## config.mk

```make
export PLATFORM = sky130hd
export DESIGN_NAME = mem_bus_if
export DESIGN_NICKNAME = d
export VERILOG_FILES = /design/src/rtl/mem_bus_if.sv
export SDC_FILE = /design/constraint.sdc
export NUM_CORES = 1
export LEC_CHECK = 0
export ABC_AREA = 0
export CAP_MARGIN = 20
export CORE_MARGIN = 10
export CORE_UTILIZATION = 43
export DETAILED_ROUTE_END_ITERATION = 8
export PLACE_DENSITY = 0.8
export SETUP_SLACK_MARGIN = 0.4
export SLEW_MARGIN = 0
export SYNTH_ARGS = -nofsm -noshare
export SYNTH_HDL_FRONTEND = slang
export SYNTH_SLANG_ARGS = --single-unit
export TNS_END_PERCENT = 20
```

## constraint.sdc

```tcl
create_clock -name clk -period 2.3 [get_ports clk]
set_input_delay 0.345 -clock clk [delete_from_list [all_inputs] [get_ports clk]]
set_output_delay 0.345 -clock clk [all_outputs]
set_load 0.02 [all_outputs]
```

## src/rtl/mem_bus_if.sv

```systemverilog
// Load/store/fetch bus interface: holds a valid/ready transaction open for the
// multicycle core, builds byte enables and lane data, and extends load results.
module mem_bus_if #(
    parameter int ADDR_W  = 32,
    parameter int TIMEOUT = 255,
    parameter int CNT_W   = 8
) (
    input  logic              clk,
    input  logic              rst,
    input  logic              req,
    input  logic              we,
    input  logic [ADDR_W-1:0] addr,
    input  logic [2:0]        funct3,
    input  logic [31:0]       wdata,
    output logic [31:0]       rdata,
    output logic              done,
    output logic              busy,
    output logic              fault,
    output logic [1:0]        fault_code,
    output logic              bus_valid,
    input  logic              bus_ready,
    output logic              bus_we,
    output logic [ADDR_W-1:0] bus_addr,
    output logic [3:0]        bus_be,
    output logic [31:0]       bus_wdata,
    input  logic [31:0]       bus_rdata
);

    typedef enum logic [1:0] {
        S_IDLE,
        S_BUS,
        S_DONE
    } state_t;

    localparam logic [CNT_W-1:0] CNT_LAST = CNT_W'(TIMEOUT - 1);

    state_t              state, state_nxt;
    logic                we_q, we_nxt;
    logic [2:0]          f3_q, f3_nxt;
    logic [1:0]          off_q, off_nxt;
    logic [CNT_W-1:0]    cnt, cnt_nxt;
    logic [31:0]         rdata_nxt;
    logic                fault_nxt;
    logic [1:0]          fault_code_nxt;
    logic                bus_valid_nxt;
    logic                bus_we_nxt;
    logic [ADDR_W-1:0]   bus_addr_nxt;
    logic [3:0]          bus_be_nxt;
    logic [31:0]         bus_wdata_nxt;
    logic                illegal;
    logic                misaligned;

    function automatic logic [31:0] load_ext(input logic [31:0] w,
                                             input logic [2:0]  f3,
                                             input logic [1:0]  o);
        logic [7:0]  b;
        logic [15:0] h;
        logic [31:0] r;
        case (o)
            2'd0:    b = w[7:0];
            2'd1:    b = w[15:8];
            2'd2:    b = w[23:16];
            default: b = w[31:24];
        endcase
        h = o[1] ? w[31:16] : w[15:0];
        case (f3)
            3'b000:  r = {{24{b[7]}}, b};
            3'b001:  r = {{16{h[15]}}, h};
            3'b100:  r = {24'd0, b};
            3'b101:  r = {16'd0, h};
            default: r = w;
        endcase
        return r;
    endfunction

    // Legality is judged on the live inputs in IDLE, i.e. exactly what gets latched.
    always_comb begin
        illegal = (funct3 == 3'b011) || (funct3 == 3'b110) || (funct3 == 3'b111) ||
                  (we && funct3[2]);
        misaligned = ((funct3[1:0] == 2'b01) && addr[0]) ||
                     ((funct3[1:0] == 2'b10) && (addr[1:0] != 2'b00));
    end

    assign done = (state == S_DONE);
    assign busy = (state != S_IDLE);

    always_comb begin
        state_nxt      = state;
        we_nxt         = we_q;
        f3_nxt         = f3_q;
        off_nxt        = off_q;
        cnt_nxt        = cnt;
        rdata_nxt      = rdata;
        fault_nxt      = 1'b0;
        fault_code_nxt = 2'b00;
        bus_valid_nxt  = bus_valid;
        bus_we_nxt     = bus_we;
        bus_addr_nxt   = bus_addr;
        bus_be_nxt     = bus_be;
        bus_wdata_nxt  = bus_wdata;

        case (state)
            S_IDLE: begin
                if (req) begin
                    we_nxt  = we;
                    f3_nxt  = funct3;
                    off_nxt = addr[1:0];
                    if (illegal) begin
                        state_nxt      = S_DONE;
                        fault_nxt      = 1'b1;
                        fault_code_nxt = 2'b11;
                    end else if (misaligned) begin
                        state_nxt      = S_DONE;
                        fault_nxt      = 1'b1;
                        fault_code_nxt = 2'b01;
                    end else begin
                        state_nxt     = S_BUS;
                        cnt_nxt       = '0;
                        bus_valid_nxt = 1'b1;
                        bus_we_nxt    = we;
                        bus_addr_nxt  = {addr[ADDR_W-1:2], 2'b00};
                        if (we) begin
                            case (funct3[1:0])
                                2'b00: begin
                                    bus_be_nxt    = 4'b0001 << addr[1:0];
                                    bus_wdata_nxt = {4{wdata[7:0]}};
                                end
                                2'b01: begin
                                    bus_be_nxt    = 4'b0011 << addr[1:0];
                                    bus_wdata_nxt = {2{wdata[15:0]}};
                                end
                                default: begin
                                    bus_be_nxt    = 4'b1111;
                                    bus_wdata_nxt = wdata;
                                end
                            endcase
                        end else begin
                            bus_be_nxt    = 4'b1111;
                            bus_wdata_nxt = wdata;
                        end
                    end
                end
            end

            S_BUS: begin
                if (bus_ready) begin
                    state_nxt     = S_DONE;
                    bus_valid_nxt = 1'b0;
                    bus_we_nxt    = 1'b0;
                    rdata_nxt     = we_q ? '0 : load_ext(bus_rdata, f3_q, off_q);
                end else if (cnt == CNT_LAST) begin
                    // Counter tracks completed wait cycles, so abort on the TIMEOUT-th one.
                    state_nxt      = S_DONE;
                    bus_valid_nxt  = 1'b0;
                    bus_we_nxt     = 1'b0;
                    fault_nxt      = 1'b1;
                    fault_code_nxt = 2'b10;
                end else begin
                    cnt_nxt = cnt + CNT_W'(1);
                end
            end

            S_DONE: begin
                state_nxt = S_IDLE;
            end

            default: begin
                state_nxt = S_IDLE;
            end
        endcase
    end

    always_ff @(posedge clk) begin
        if (rst) begin
            state      <= S_IDLE;
            we_q       <= 1'b0;
            f3_q       <= 3'b000;
            off_q      <= 2'b00;
            cnt        <= '0;
            rdata      <= '0;
            fault      <= 1'b0;
            fault_code <= 2'b00;
            bus_valid  <= 1'b0;
            bus_we     <= 1'b0;
            bus_addr   <= '0;
            bus_be     <= '0;
            bus_wdata  <= '0;
        end else begin
            state      <= state_nxt;
            we_q       <= we_nxt;
            f3_q       <= f3_nxt;
            off_q      <= off_nxt;
            cnt        <= cnt_nxt;
            rdata      <= rdata_nxt;
            fault      <= fault_nxt;
            fault_code <= fault_code_nxt;
            bus_valid  <= bus_valid_nxt;
            bus_we     <= bus_we_nxt;
            bus_addr   <= bus_addr_nxt;
            bus_be     <= bus_be_nxt;
            bus_wdata  <= bus_wdata_nxt;
        end
    end

endmodule

```

==> metrics.csv, run 1 <==
metric,value,unit
min-delay src,rst,
final hold vios,0,
routed wire length,18.2,mm
Final Critical Period,1870,ps
Starting DRT DRC Count,453,
Area Overhead vs Synth,53.5,%
Max Clk Rate,0.534,GHz
initial core utilization,0.436,
DR pass1 iterations,5,
first-pass GRT wire length,28.3,mm
clock-pin slew on the worst setup and hold paths,50,ps
r2r startpoint,f3_q[0],
Hold Buf Count CTS,0,
H-tree lvl count,4,
pin count of the biggest net entering global routing,69,
post-route ant nets,0,
main flop type after synthesis,dfxtp_1,
number of synthesized register bits,119,
unrepaired setup endpoints after global routing,yes,
Mean Syn Cell Area,8.73,µm²
vias in the first global route,5423,
Final #Nets,903,
postcts setup bufs,0,
DPL Wire Length,13.6,mm
Power Density,678,nW/µm²
Post-synth EDFFs,0,
buffers added on ports,208,
Mapped Cells,595,
r2r setup slk,430,ps
Max Cap Viol,0,
WHS Endpoint,fault_code[0],
TritonCTS clock tree,done,
Synth top area share,0.459,
worst hold path depth,3,
final core area utilization,0.669,
final setup fails,0,
clock sink total,119,
post-synth top area cell,dfxtp_1,
Reg-to-Reg End,rdata[5],
total number of vias,5296,
slew margin rel.,0.540,
initial antenna violation count,0,
Fillers,958,
critical path endpoint category,flop,
Worst Path Arrival,2130,ps
die area,16900,µm²
P_leak,2.86,nW
YS warnings,0,
antenna cells,0,
final setup skew,6.99,ps
Slew Limit Fails,0,
"Seq/Total Area, Yosys",0.459,
Area contributors post-synth,"dfxtp_1, nand2_1, a21oi_1",
share of cells above drive strength 1,0.100,
clk_lat worst skew,410,ps
critical path type,flop to flop,
Avg WL per Cell,19.0,µm
sum of negative setup slack,0,ps
I/O Pins,211,
WHS,440,ps
Worst Tran Pin Value,690,ps
CTS buffer count,17,
CP required,2560,ps
Startpoint Class,flop,
"Remaining Overflow, GRT",0,
VDD IR max,0.513,mV
GRT Total Usage,0.212,
crit path max fanout,12,
worst-case reg-to-reg path depth,4,
row count,40,
GPL Wtd Cong,0.874,
# DRC,0,
core box area,11900,µm²
status,"finished, final reports clean",
synth unique cells,49,
Mapped Area,5190,µm²
Hold/Removal Path Class,input port to flop,
fin crit share,0.814,
CTS Buffer Depth,2,
vias per std cell,5.56,
die height,130,µm
"FFs w/ async S/R, synth",0,
root buffer cell,clkbuf_16,
die width,130,µm
[synth_stat cells (all sizes together), types with 10 or more instances]
cell type / instances
dfxtp: 119
nand2: 133
nor2: 29
mux2i: 26
o211ai: 16
clkbuf: 27
a221o: 16
mux2: 15
a21oi: 74
nand2b: 19
o21ai: 10
a211oi: 11
buf: 24
[registers in the layout, summed over array words and instances (netlist names)]
signal	flops
state	2
bus_we	1
bus_addr	30
cnt	8
rdata	32
we_q	1
bus_wdata	32
fault_code	2
off_q	2
fault	1
bus_valid	1
bus_be	4
f3_q	3
[metrics by stage]
step | std cells | setup WS [ps] | power (mW) | instance area (µm²)
2_1_floorplan | 596 | 546 | 2.69 | 5200
5_1_grt | 953 | 309 | 5.61 | 7970
3_5_place_dp | 925 | 55.3 | 3.17 | 7460
3_3_place_gp | 925 | 130 | 3.15 | 7460
6_report | 953 | 428 | 5.41 | 7970
4_1_cts | 953 | 283 | 5.44 | 7950
[layout make-up]
cell class / instances / area (µm²) / area share
clock buffer: 23 / 468 / 0.0587
clock inverter: 5 / 27.5 / 0.00345
inverter: 5 / 18.8 / 0.00236
multi-input combinational: 421 / 2580 / 0.324
sequential: 119 / 2390 / 0.299
tap: 147 / 184 / 0.0231
timing repair buffer: 233 / 2310 / 0.289
[report_power, final]
part / internal (mW) / switching (mW)
logic: 0.459 / 0.463
clock network: 1.40 / 0.871
registers: 2.15 / 0.0646
[what timing repair did]
action / CTS / global route
resized for setup: 3 / 6
endpoints found under the setup margin: 3 / 29
endpoints found under the hold margin: 0 / 0
gates cloned: 0 / 0
[logic make-up after synthesis]
| logic type | count (synthesis) | share of synthesized area |
|---|---|---|
| other | 1 | 0.000722 |
| flip-flops | 119 | 0.459 |
| multiplexers | 42 | 0.0870 |
| AO/OA/AOI/OAI | 157 | 0.207 |
| buffers and inverters | 56 | 0.0520 |
| AND/OR/NAND/NOR | 218 | 0.190 |
| adder cells (fa/ha/maj) | 2 | 0.00482 |
[worst max-delay path: stages (launching register included)]
cell	delay, ps
dfxtp_1	560
nand2b_1	480
mux2_2	400
o221ai_1	170
a21oi_1	100
[metal layers]
layer / global-route usage / share of wire / vias up
met4: 0.0952 / 0.024 / 0
li1: - / - / 2516
met1: 0.228 / 0.39 / 2491
met3: 0.115 / 0.12 / 29
met5: 0 / 0 / -
met2: 0.339 / 0.47 / 260
[worst max path at each step]
stage	from	end	slack, ps	cells after the start
after floorplan	off_q[1]	rdata[22]	550	6
after global placement	funct3[0]	cnt[4]	130	5
after detailed placement	funct3[0]	bus_addr[24]	60	7
after CTS	state[1]	done	280	3
after global routing	f3_q[0]	rdata[0]	310	4
final	f3_q[0]	rdata[5]	430	4
[layout by cell type, fill, tap and decap left out, types with 9 or more instances in the layout]
cell type	netlist	layout
nand2b_1	19	19
nor2_1	29	29
nand2_1	133	133
o211ai_1	16	16
o21ai_0	9	9
a21oi_1	73	71
buf_4	7	22
clkdlybuf4s50_1	0	204
a211oi_1	11	11
mux2_2	14	14
dfxtp_1	119	116
clkbuf_16	0	17
a221o_1	16	16
mux2i_1	26	26
Note: power is estimated with default switching activity, not from simulation.
==> run 2, diff against run 1 <==
- clock period: 2.3 -> 1.9 ns (I/O delays scaled with it)
==> run 2 against run 1 <==
Effect of this change: flip-flop and latch count stayed put; combinational power grew 40%; worst setup slack worse by 230 ps; global-route usage up 1.1 points; core utilization rose by 6.2 points; power grew 43%; via count increased by 5.0%; final area is 9.2% higher; wire length rose by 9.6%.
==> metrics.csv, run 2 (synthesis gave the netlist of run 1 again) <==
metric,value,unit,change
final setup fails,0,,unchanged
sum of negative setup slack,0,ps,unchanged
CP required,1620,ps,was 2560 ps
CP bufs+invs,1,,was 0
I/O Pins,211,,unchanged
Tot Pwr,7.71,mW,was 5.41 mW
die height,130,µm,unchanged
clock sink total,119,,unchanged
Area Overhead vs Synth,67.7,%,was 53.5%
Final Critical Period,1700,ps,
Int Power,5.82,mW,was 4.01 mW
status,"finished, final reports clean",,unchanged
critical path type,flop to output pin,,was flop to flop
CTS Buffer Depth,2,,unchanged
root buffer cell,clkbuf_16,,unchanged
clock power share,0.487,,was 0.419
final hold vios,0,,unchanged
final setup skew,8.69,ps,was 6.99 ps
routed wire length,19.9,mm,was 18.2 mm
post-route ant nets,0,,unchanged
share of cells above drive strength 1,0.167,,was 0.100
WHS,401,ps,was 440 ps
CP max stage delay,650,ps,was 560 ps
Largest regs,"bus_wdata x32, rdata x32, bus_addr x30",,unchanged
unrepaired setup endpoints after global routing,yes,,unchanged
CP max-delay cell,clkdlybuf4s50_1,,was dfxtp_1
clock-pin slew on the worst setup and hold paths,60,ps,was 50 ps
total number of vias,5559,,was 5296
Flop pwr share,0.346,,was 0.410
switching share of power,0.244,,was 0.259
VDD IR max,0.780,mV,was 0.513 mV
die width,130,µm,unchanged
combinational power share,0.167,,was 0.171
Fillers,855,,was 958
Power Density,885,nW/µm²,was 678 nW/µm²
NetSw,1.88,mW,was 1.40 mW
Startpoint Class,flop,,unchanged
Max Cap Viol,0,,unchanged
GRT Total Usage,0.224,,was 0.212
TritonCTS clock tree,done,,unchanged
DPL Wire Length,13.6,mm,about the same
slew margin rel.,0.637,,was 0.540
most frequent cells in the layout,"clkdlybuf4s50_1, nand2_1, dfxtp_1",,unchanged
critical path endpoint category,output pin,,was flop
buffers added on ports,208,,unchanged
core box area,11900,µm²,unchanged
initial antenna violation count,0,,unchanged
final core area utilization,0.731,,was 0.669
Slew Limit Fails,0,,unchanged
fin crit share,0.897,,
vias in the first global route,5651,,was 5423
H-tree lvl count,4,,unchanged
cell family with most CP delay,buffers and inverters,,was flip-flops
initial core utilization,0.436,,unchanged
pin count of the biggest net entering global routing,39,,was 69
P_leak,3.42,nW,was 2.86 nW
Worst Path Arrival,1420,ps,was 2130 ps
Final #Nets,939,,was 903
antenna cells,0,,unchanged
Max Clk Rate,0.587,GHz,
Avg WL per Cell,20.0,µm,was 19.0 µm
die area,16900,µm²,unchanged
"commonest non-fill, non-tap cell in the layout",clkdlybuf4s50_1,,unchanged
# DRC,0,,unchanged
Hold Buf Count CTS,0,,unchanged
DR pass1 iterations,5,,unchanged
Starting DRT DRC Count,313,,was 453
"Remaining Overflow, GRT",0,,unchanged
crit path max fanout,2,,was 12
CTS buffer count,17,,unchanged
vias per std cell,5.60,,was 5.56
"Cell Chain, Critical Path",clkdlybuf4s50_1,,"was nand2b_1, mux2_2, o221ai_1, a21oi_1"
Hold/Removal Path Class,input port to flop,,unchanged
first-pass GRT wire length,29.8,mm,was 28.3 mm
clk_lat worst skew,420,ps,was 410 ps
row count,40,,unchanged
GPL Wtd Cong,0.910,,was 0.874
Worst Tran Pin Value,540,ps,was 690 ps
## run 2: changes by cell type in the layout (fill, tap and decap cells not counted), sizes merged, moves of 2 or more
cell,change
clkdlybuf4s50,-38
buf,+32
dlygate4sd2,+31
clkinv,-3
inv,+2
dlymetal6s2s,+5
bufinv,+6
## run 2: area by class of cell
class | count | area, µm² | area share
clock buffer | 22 | 474 | 0.0545
clock inverter | 10 | 214 | 0.0246
inverter | 5 | 21.3 | 0.00244
multi-input combinational | 423 | 2720 | 0.313
sequential | 119 | 2400 | 0.276
tap | 147 | 184 | 0.0211
timing repair buffer | 267 | 2690 | 0.309
## run 2: per-stage QoR
step / std cells / cell area [µm²] / worst slack (ps)
2_1_floorplan: 596 / 5270 / 239
3_5_place_dp: 939 / 7650 / -232
3_3_place_gp: 939 / 7650 / -198
5_1_grt: 993 / 8710 / 165
6_report: 993 / 8710 / 196
4_1_cts: 985 / 8530 / 209
## run 2: path summary, 6_finish.rpt
path	from	end	slack, ps	cells after the start
worst max-delay path	bus_wdata[17]	bus_wdata[17]	200	1
worst min register to register	bus_addr[3]	bus_addr[3]	450	2
worst max register to register	off_q[1]	rdata[11]	230	4
worst min-delay path	rst	off_q[0]	400	3
## run 2: layer usage
layer	share of wire	global-route usage	up-vias	routed length, µm
met1	0.37	0.231	2657	7420
met2	0.49	0.373	253	9790
met3	0.11	0.114	45	2140
met4	0.027	0.0999	0	541
met5	0	0	-	0
li1	-	-	2604	-
## run 2: power groups by stage
stage | Combinational [mW] | Sequential, mW | Clock (mW)
after floorplan | 0.459 | 2.82 | 0
after global placement | 1.15 | 2.71 | 0
after detailed placement | 1.17 | 2.72 | 0
after CTS | 1.23 | 2.66 | 3.79
after global routing | 1.37 | 2.68 | 3.92
final | 1.29 | 2.67 | 3.75
## run 2: repair_timing
| item | 4_1_cts | 5_1_grt |
|---|---|---|
| endpoints found under the setup margin | 212 | 188 |
| cloned | 4 | 3 |
| pin swaps | 14 | 9 |
| setup buffers | 10 | 5 |
| resized for setup | 56 | 26 |
==> RTL edit 1: new RTL, settings of run 2 <==
Change the parameter `ADDR_W` from 32 to 24.
--- a/src/rtl/mem_bus_if.sv
+++ b/src/rtl/mem_bus_if.sv
@@ -1,7 +1,7 @@
 // Load/store/fetch bus interface: holds a valid/ready transaction open for the
 // multicycle core, builds byte enables and lane data, and extends load results.
 module mem_bus_if #(
-    parameter int ADDR_W  = 32,
+    parameter int ADDR_W  = 24,
     parameter int TIMEOUT = 255,
     parameter int CNT_W   = 8
 ) (
Ports: changed (resized addr and bus_addr); port bits go from 211 to 195. The function was not compared with the original's and may differ.
==> RTL edit 1 against run 2 <==
Sequential cell count fell by 8. Cell area is 6.2% lower. Sequential power decreased by 7%. Worst setup slack got worse by 48 ps. Maximum frequency is 2.8% lower. Area after synthesis is 4.7% lower. Routed wire length shrank 5.8%. Critical endpoint is now rdata[17]. Highest routed layer unchanged. Count of clock-buffer cells in the layout fell by 10. Power down 26%. Critical path type is now in2reg. Core utilization down 1.3 points.
==> RTL edit 1: results (changes against run 2) <==
The power group with the largest share is registers (was clock). The pin count of the biggest net entering global routing is 52 (was 39). The detailed placement HPWL is 13070 um (was 13640 um). The compound-cell area share of the yosys netlist is 22.72% (was 20.65%). The normalized max-slew margin came to 60.70% (was 63.68%). The final non-filler cell total came out at 935 (was 993).

The number of I/O port buffers was 192 (was 208). The number of antenna violations at the first check in global routing came out at 1 (was 0). Leading cell types by total area after synthesis: sky130_fd_sc_hd__dfxtp_1, sky130_fd_sc_hd__nand2_1, sky130_fd_sc_hd__a21oi_1 (unchanged).

Outcome: finished, final reports clean (unchanged). The count of cells along the worst register-to-register path came to 5 (was 4). The via count of the first global-routing pass is 5197 (was 5651). The aggregate global-route resource usage is 20.83% (was 22.35%).

The weighted congestion reported at the end of routability-driven placement is 0.9916 (was 0.9095). The final routed wirelength across all metal layers is 18740 um (was 19900 um). The routed metal-1 wire length came out at 6973 um (was 7420 um). The sequential power share came out at 43.7% (was 34.6%). The share of the yosys chip area belonging to registers was 44.88% (was 45.88%). The fraction of final layout cells sized beyond drive strength 1 came to 19.09% (was 16.67%). The total met3 wirelength after detailed routing was 2227 um (was 2142 um). The multiplexer fraction of the synthesized cell area is 8.517% (was 8.699%). The count of nets after finishing came out at 886 (was 939).

The peak supply drop is 0.0004605 V (was 0.0007799 V). The worst clock skew on the final layout is 11.06 ps (was 8.695 ps). The highest-delay cell along the critical path is sky130_fd_sc_hd__mux4_2 (was sky130_fd_sc_hd__clkdlybuf4s50_1). The combinational group share of total power came out at 22.3% (was 16.7%). The global-route wire length before repair came out at 27520 um (was 29790 um). The destination of the worst register-to-register timing path is rdata[17] (was rdata[11]).

The average footprint of a synthesized cell was 8.810 sq um (was 8.727 sq um). The maximum net fanout on the critical path was 7 (was 2). The deepest level of the CTS H-tree is 3 (was 4). The clock latency reported for the late side of the worst-skew pair came out at 350 ps (was 420 ps). The static leakage came to 3.191 nW (was 3.423 nW). The number of instances in the placed design is 895 (was 939). The met2 wirelength from detailed routing was 9051 um (was 9794 um). The data arrival at the endpoint of the critical path came out at 1990 ps (was 1420 ps).
## RTL edit 1: worst min-delay path by stage
stage	from	end	slack [ps]	depth (start not counted)
floorplan	addr[10]	bus_addr[10]	420	2
global route	rst	cnt[7]	420	5
global placement	rdata[13]	rdata[13]	440	1
finish	addr[0]	bus_be[0]	410	4
CTS	rst	cnt[0]	390	5
detailed placement	rdata[15]	rdata[15]	440	1
## RTL edit 1: area by class of cell
| type | instances | area share, % |
|---|---|---|
| diodes | 1 | 0.03064 |
| clock buffers | 12 | 3.141 |
| clock inverters | 2 | 0.4750 |
| inverters | 14 | 0.6435 |
| multi-input cells | 392 | 33.08 |
| flip-flops and latches | 111 | 27.35 |
| well taps | 143 | 2.191 |
| repair buffers | 260 | 33.09 |
## RTL edit 1: what timing repair did
action,4_1_cts,5_1_grt
endpoints found under the setup margin,199,205
pin swaps,6,8
resized for setup,40,50
hold buffers,0,0
cloned,4,6
buffers inserted,8,7
endpoints found under the hold margin,0,0
## RTL edit 1: cell families after synthesis
family	count (synthesis)
and+or+nand+nor	183
AOI/OAI and AO/OA	164
DFF	111
buffers and inverters	62
muxes	39
adders and majority gates	2
other	1
## RTL edit 1: per-stage QoR
stage                     setup slack (ps)  area (sq um)  power (W)
final                                147.4          8167   0.005702
after global placement              -276.4          7254   0.003604
after detailed placement            -361.0          7254   0.003628
after floorplan                      146.2          4970   0.003045
after global routing                 126.5          8164   0.005889
after CTS                            197.7          7815   0.005605
## RTL edit 1: per-layer routing
| metal | global-route usage [%] | up-vias |
|---|---|---|
| li1 | - | 2471 |
| met1 | 22.97 | 2456 |
| met2 | 34.36 | 236 |
| met3 | 9.388 | 35 |
| met4 | 8.104 | 0 |
| met5 | 0 | - |
==> RTL edit 2: new RTL, config.mk and constraints of run 2 <==
Without the edit above. Take the reset off `rdata` and load it in a clocked block of its own.
--- a/src/rtl/mem_bus_if.sv
+++ b/src/rtl/mem_bus_if.sv
@@ -177,7 +177,6 @@
             f3_q       <= 3'b000;
             off_q      <= 2'b00;
             cnt        <= '0;
-            rdata      <= '0;
             fault      <= 1'b0;
             fault_code <= 2'b00;
             bus_valid  <= 1'b0;
@@ -191,7 +190,6 @@
             f3_q       <= f3_nxt;
             off_q      <= off_nxt;
             cnt        <= cnt_nxt;
-            rdata      <= rdata_nxt;
             fault      <= fault_nxt;
             fault_code <= fault_code_nxt;
             bus_valid  <= bus_valid_nxt;
@@ -202,5 +200,9 @@
         end
     end
 
+    always_ff @(posedge clk) begin
+        rdata <= rdata_nxt;
+    end
+
 endmodule
 
Check against the original RTL: differs if rst is asserted again (counterexample within 4 cycles, from zero or initial values and one cycle with rst high); with rst held inactive, the same outputs for 4 cycles.
==> RTL edit 2 against run 2 <==
Combinational power up 5%. Cell area fell by 0.14%. Worst setup slack improved by 47 ps. Largest cell class is now registers. Routed wire length is 3.4% lower. Final cell count increased by 1.7%. Count of clock-buffer cells in the layout shrank 3. First-iteration DRC count grew 33%. Critical endpoint is now bus_wdata[6]. Critical path depth unchanged. Non-clock buffer count is 15 lower. Via count shrank 2.5%. Critical path type unchanged. Power decreased by 5.4%. Area after synthesis is 3.0% higher. Sequential cell count unchanged.
==> RTL edit 2: results (changes against run 2) <==
Leading cell types by total area after synthesis: sky130_fd_sc_hd__dfxtp_1, sky130_fd_sc_hd__edfxtp_1, sky130_fd_sc_hd__nand2_1 (was sky130_fd_sc_hd__dfxtp_1, sky130_fd_sc_hd__nand2_1, sky130_fd_sc_hd__a21oi_1). The number of vias in the routed layout is 5418 (was 5559). The initial detailed-routing violation count is 415 (was 313).

The number of instances in the placed design came out at 968 (was 939). The deepest level of the CTS H-tree came out at 4 (unchanged). The data arrival at the endpoint of the critical path came out at 1370 ps (was 1420 ps). The share of async-settable or async-resettable flops after synthesis is 0% (unchanged).

The aggregate global-route resource usage is 21.39% (was 22.35%). The number of distinct library cell variants in the gate-level netlist after synthesis came out at 39 (was 49). The static leakage came out at 3.711 nW (was 3.423 nW). The destination of the worst register-to-register timing path was rdata[10] (was rdata[11]). Outcome: finished, final reports clean (unchanged).

The cell depth of the worst hold path is 2 (was 3). The average vias per placed instance came out at 5.364 (was 5.598). The weighted congestion reported at the end of routability-driven placement came out at 0.8532 (was 0.9095). The placed instance area came out at 7797 sq um (was 7646 sq um).

The worst clock skew on the final layout was 9.095 ps (was 8.695 ps). The critical hold path startpoint is rst (unchanged). The count of nets after finishing is 934 (was 939).

The sink of the worst hold path is fault_code[0] (was off_q[0]). The peak supply drop is 0.0005429 V (was 0.0007799 V). The post-synthesis instance total is 604 (was 595). The worst reg-to-reg setup slack came out at 280 ps (was 230 ps). The detailed placement HPWL came out at 13440 um (was 13640 um). The share of the yosys chip area belonging to registers came to 50.51% (was 45.88%).

The average wire per cell in the routed design came out at 19.04 um (was 20.04 um). Ranking of synthesized cells by instance count: sky130_fd_sc_hd__nand2_1, sky130_fd_sc_hd__a21oi_1, sky130_fd_sc_hd__dfxtp_1 (was sky130_fd_sc_hd__nand2_1, sky130_fd_sc_hd__dfxtp_1, sky130_fd_sc_hd__a21oi_1). The via count of the first global-routing pass is 5658 (was 5651).

The pin count of the biggest net entering global routing is 67 (was 39). The number of enable flip-flop cells after synthesis came out at 32 (was 0). The number of antenna violations at the first check in global routing is 2 (was 0).

The cell-internal power is 0.005322 W (was 0.005823 W). The count of cells along the worst register-to-register path came out at 5 (was 4). The fraction of final layout cells sized beyond drive strength 1 is 13.08% (was 16.67%). The transition at the pin with the smallest max-transition slack came out at 625.1 ps (was 540.3 ps).

The global-route wire length before repair came out at 30050 um (was 29790 um). The delay of the slowest cell on the worst path is 630 ps (was 650 ps). The number of I/O port buffers is 208 (unchanged).
[RTL edit 2: cell types whose count changed in the layout (fill, tap and decap cells not counted), moves of 17 or more]
cell | run 2 | this run
sky130_fd_sc_hd__dfxtp_1 | 114 | 83
sky130_fd_sc_hd__dlygate4sd2_1 | 32 | 7
sky130_fd_sc_hd__dlymetal6s2s_1 | 7 | 40
sky130_fd_sc_hd__edfxtp_1 | 0 | 32
sky130_fd_sc_hd__nand2b_1 | 19 | 2
sky130_fd_sc_hd__nor2b_1 | 3 | 21
sky130_fd_sc_hd__nor3_1 | 4 | 25
[RTL edit 2: worst max path at each step]
stage	startpoint	to	slack [ps]	cells after the start
3_5_place_dp	funct3[0]	cnt[0]	-360	5
3_3_place_gp	addr[0]	cnt[1]	-280	5
6_report	bus_wdata[6]	bus_wdata[6]	240	1
4_1_cts	bus_wdata[8]	bus_wdata[8]	180	1
2_1_floorplan	off_q[1]	rdata[22]	140	6
5_1_grt	bus_wdata[30]	bus_wdata[30]	200	1
[RTL edit 2: cell families after synthesis]
group	share of synthesized area, %
DFF	50.51
other	0.07009
buffers and inverters	4.350
AOI/OAI and AO/OA	15.53
adders and majority gates	0.4677
and+or+nand+nor	21.16
muxes	7.905
[RTL edit 2: final cells by class]
type | instances | area [sq um] | share of cell area (%)
inverter | 3 | 11.26 | 0.1295
antenna | 1 | 2.502 | 0.02879
clock inverter | 13 | 122.6 | 1.410
multi-input combinational | 435 | 2532 | 29.13
tap | 168 | 210.2 | 2.418
clock buffer | 19 | 464.2 | 5.340
timing repair buffer | 252 | 2638 | 30.34
sequential | 119 | 2713 | 31.20
[RTL edit 2: what timing repair did]
item                       in CTS  in global routing
setup buffers                   7                  0
gates cloned                    2                  0
setup endpoints to repair     212                200
pin swaps                       5                  0
gates resized for setup        35                 40
[RTL edit 2: per-stage QoR]
| stage | hold WS [ps] | setup WS (ps) | total power [W] |
|---|---|---|---|
| 3_3_place_gp | 438.1 | -282.5 | 0.004102 |
| 2_1_floorplan | 421.0 | 142.1 | 0.003484 |
| 5_1_grt | 343.0 | 203.4 | 0.007557 |
| 6_report | 341.3 | 242.4 | 0.007293 |
| 3_5_place_dp | 445.3 | -355.4 | 0.004140 |
| 4_1_cts | 319.5 | 177.2 | 0.007324 |
[RTL edit 2: power by group through the flow]
stage / clock (W) / combinational, W / sequential (W)
floorplan: 0 / 0.000524 / 0.00296
global placement: 0 / 0.00125 / 0.00285
detailed placement: 0 / 0.00128 / 0.00286
CTS: 0.00316 / 0.00135 / 0.00281
global route: 0.00329 / 0.00146 / 0.00282
finish: 0.00313 / 0.00135 / 0.00281
[RTL edit 2: layer usage]
layer,vias up,global-route usage [%],share of wire [%]
met4,2,8.529,2.5
li1,2553,-,-
met3,41,10.63,11
met5,-,0,0.068
met1,2565,22.66,38
met2,257,35.60,48
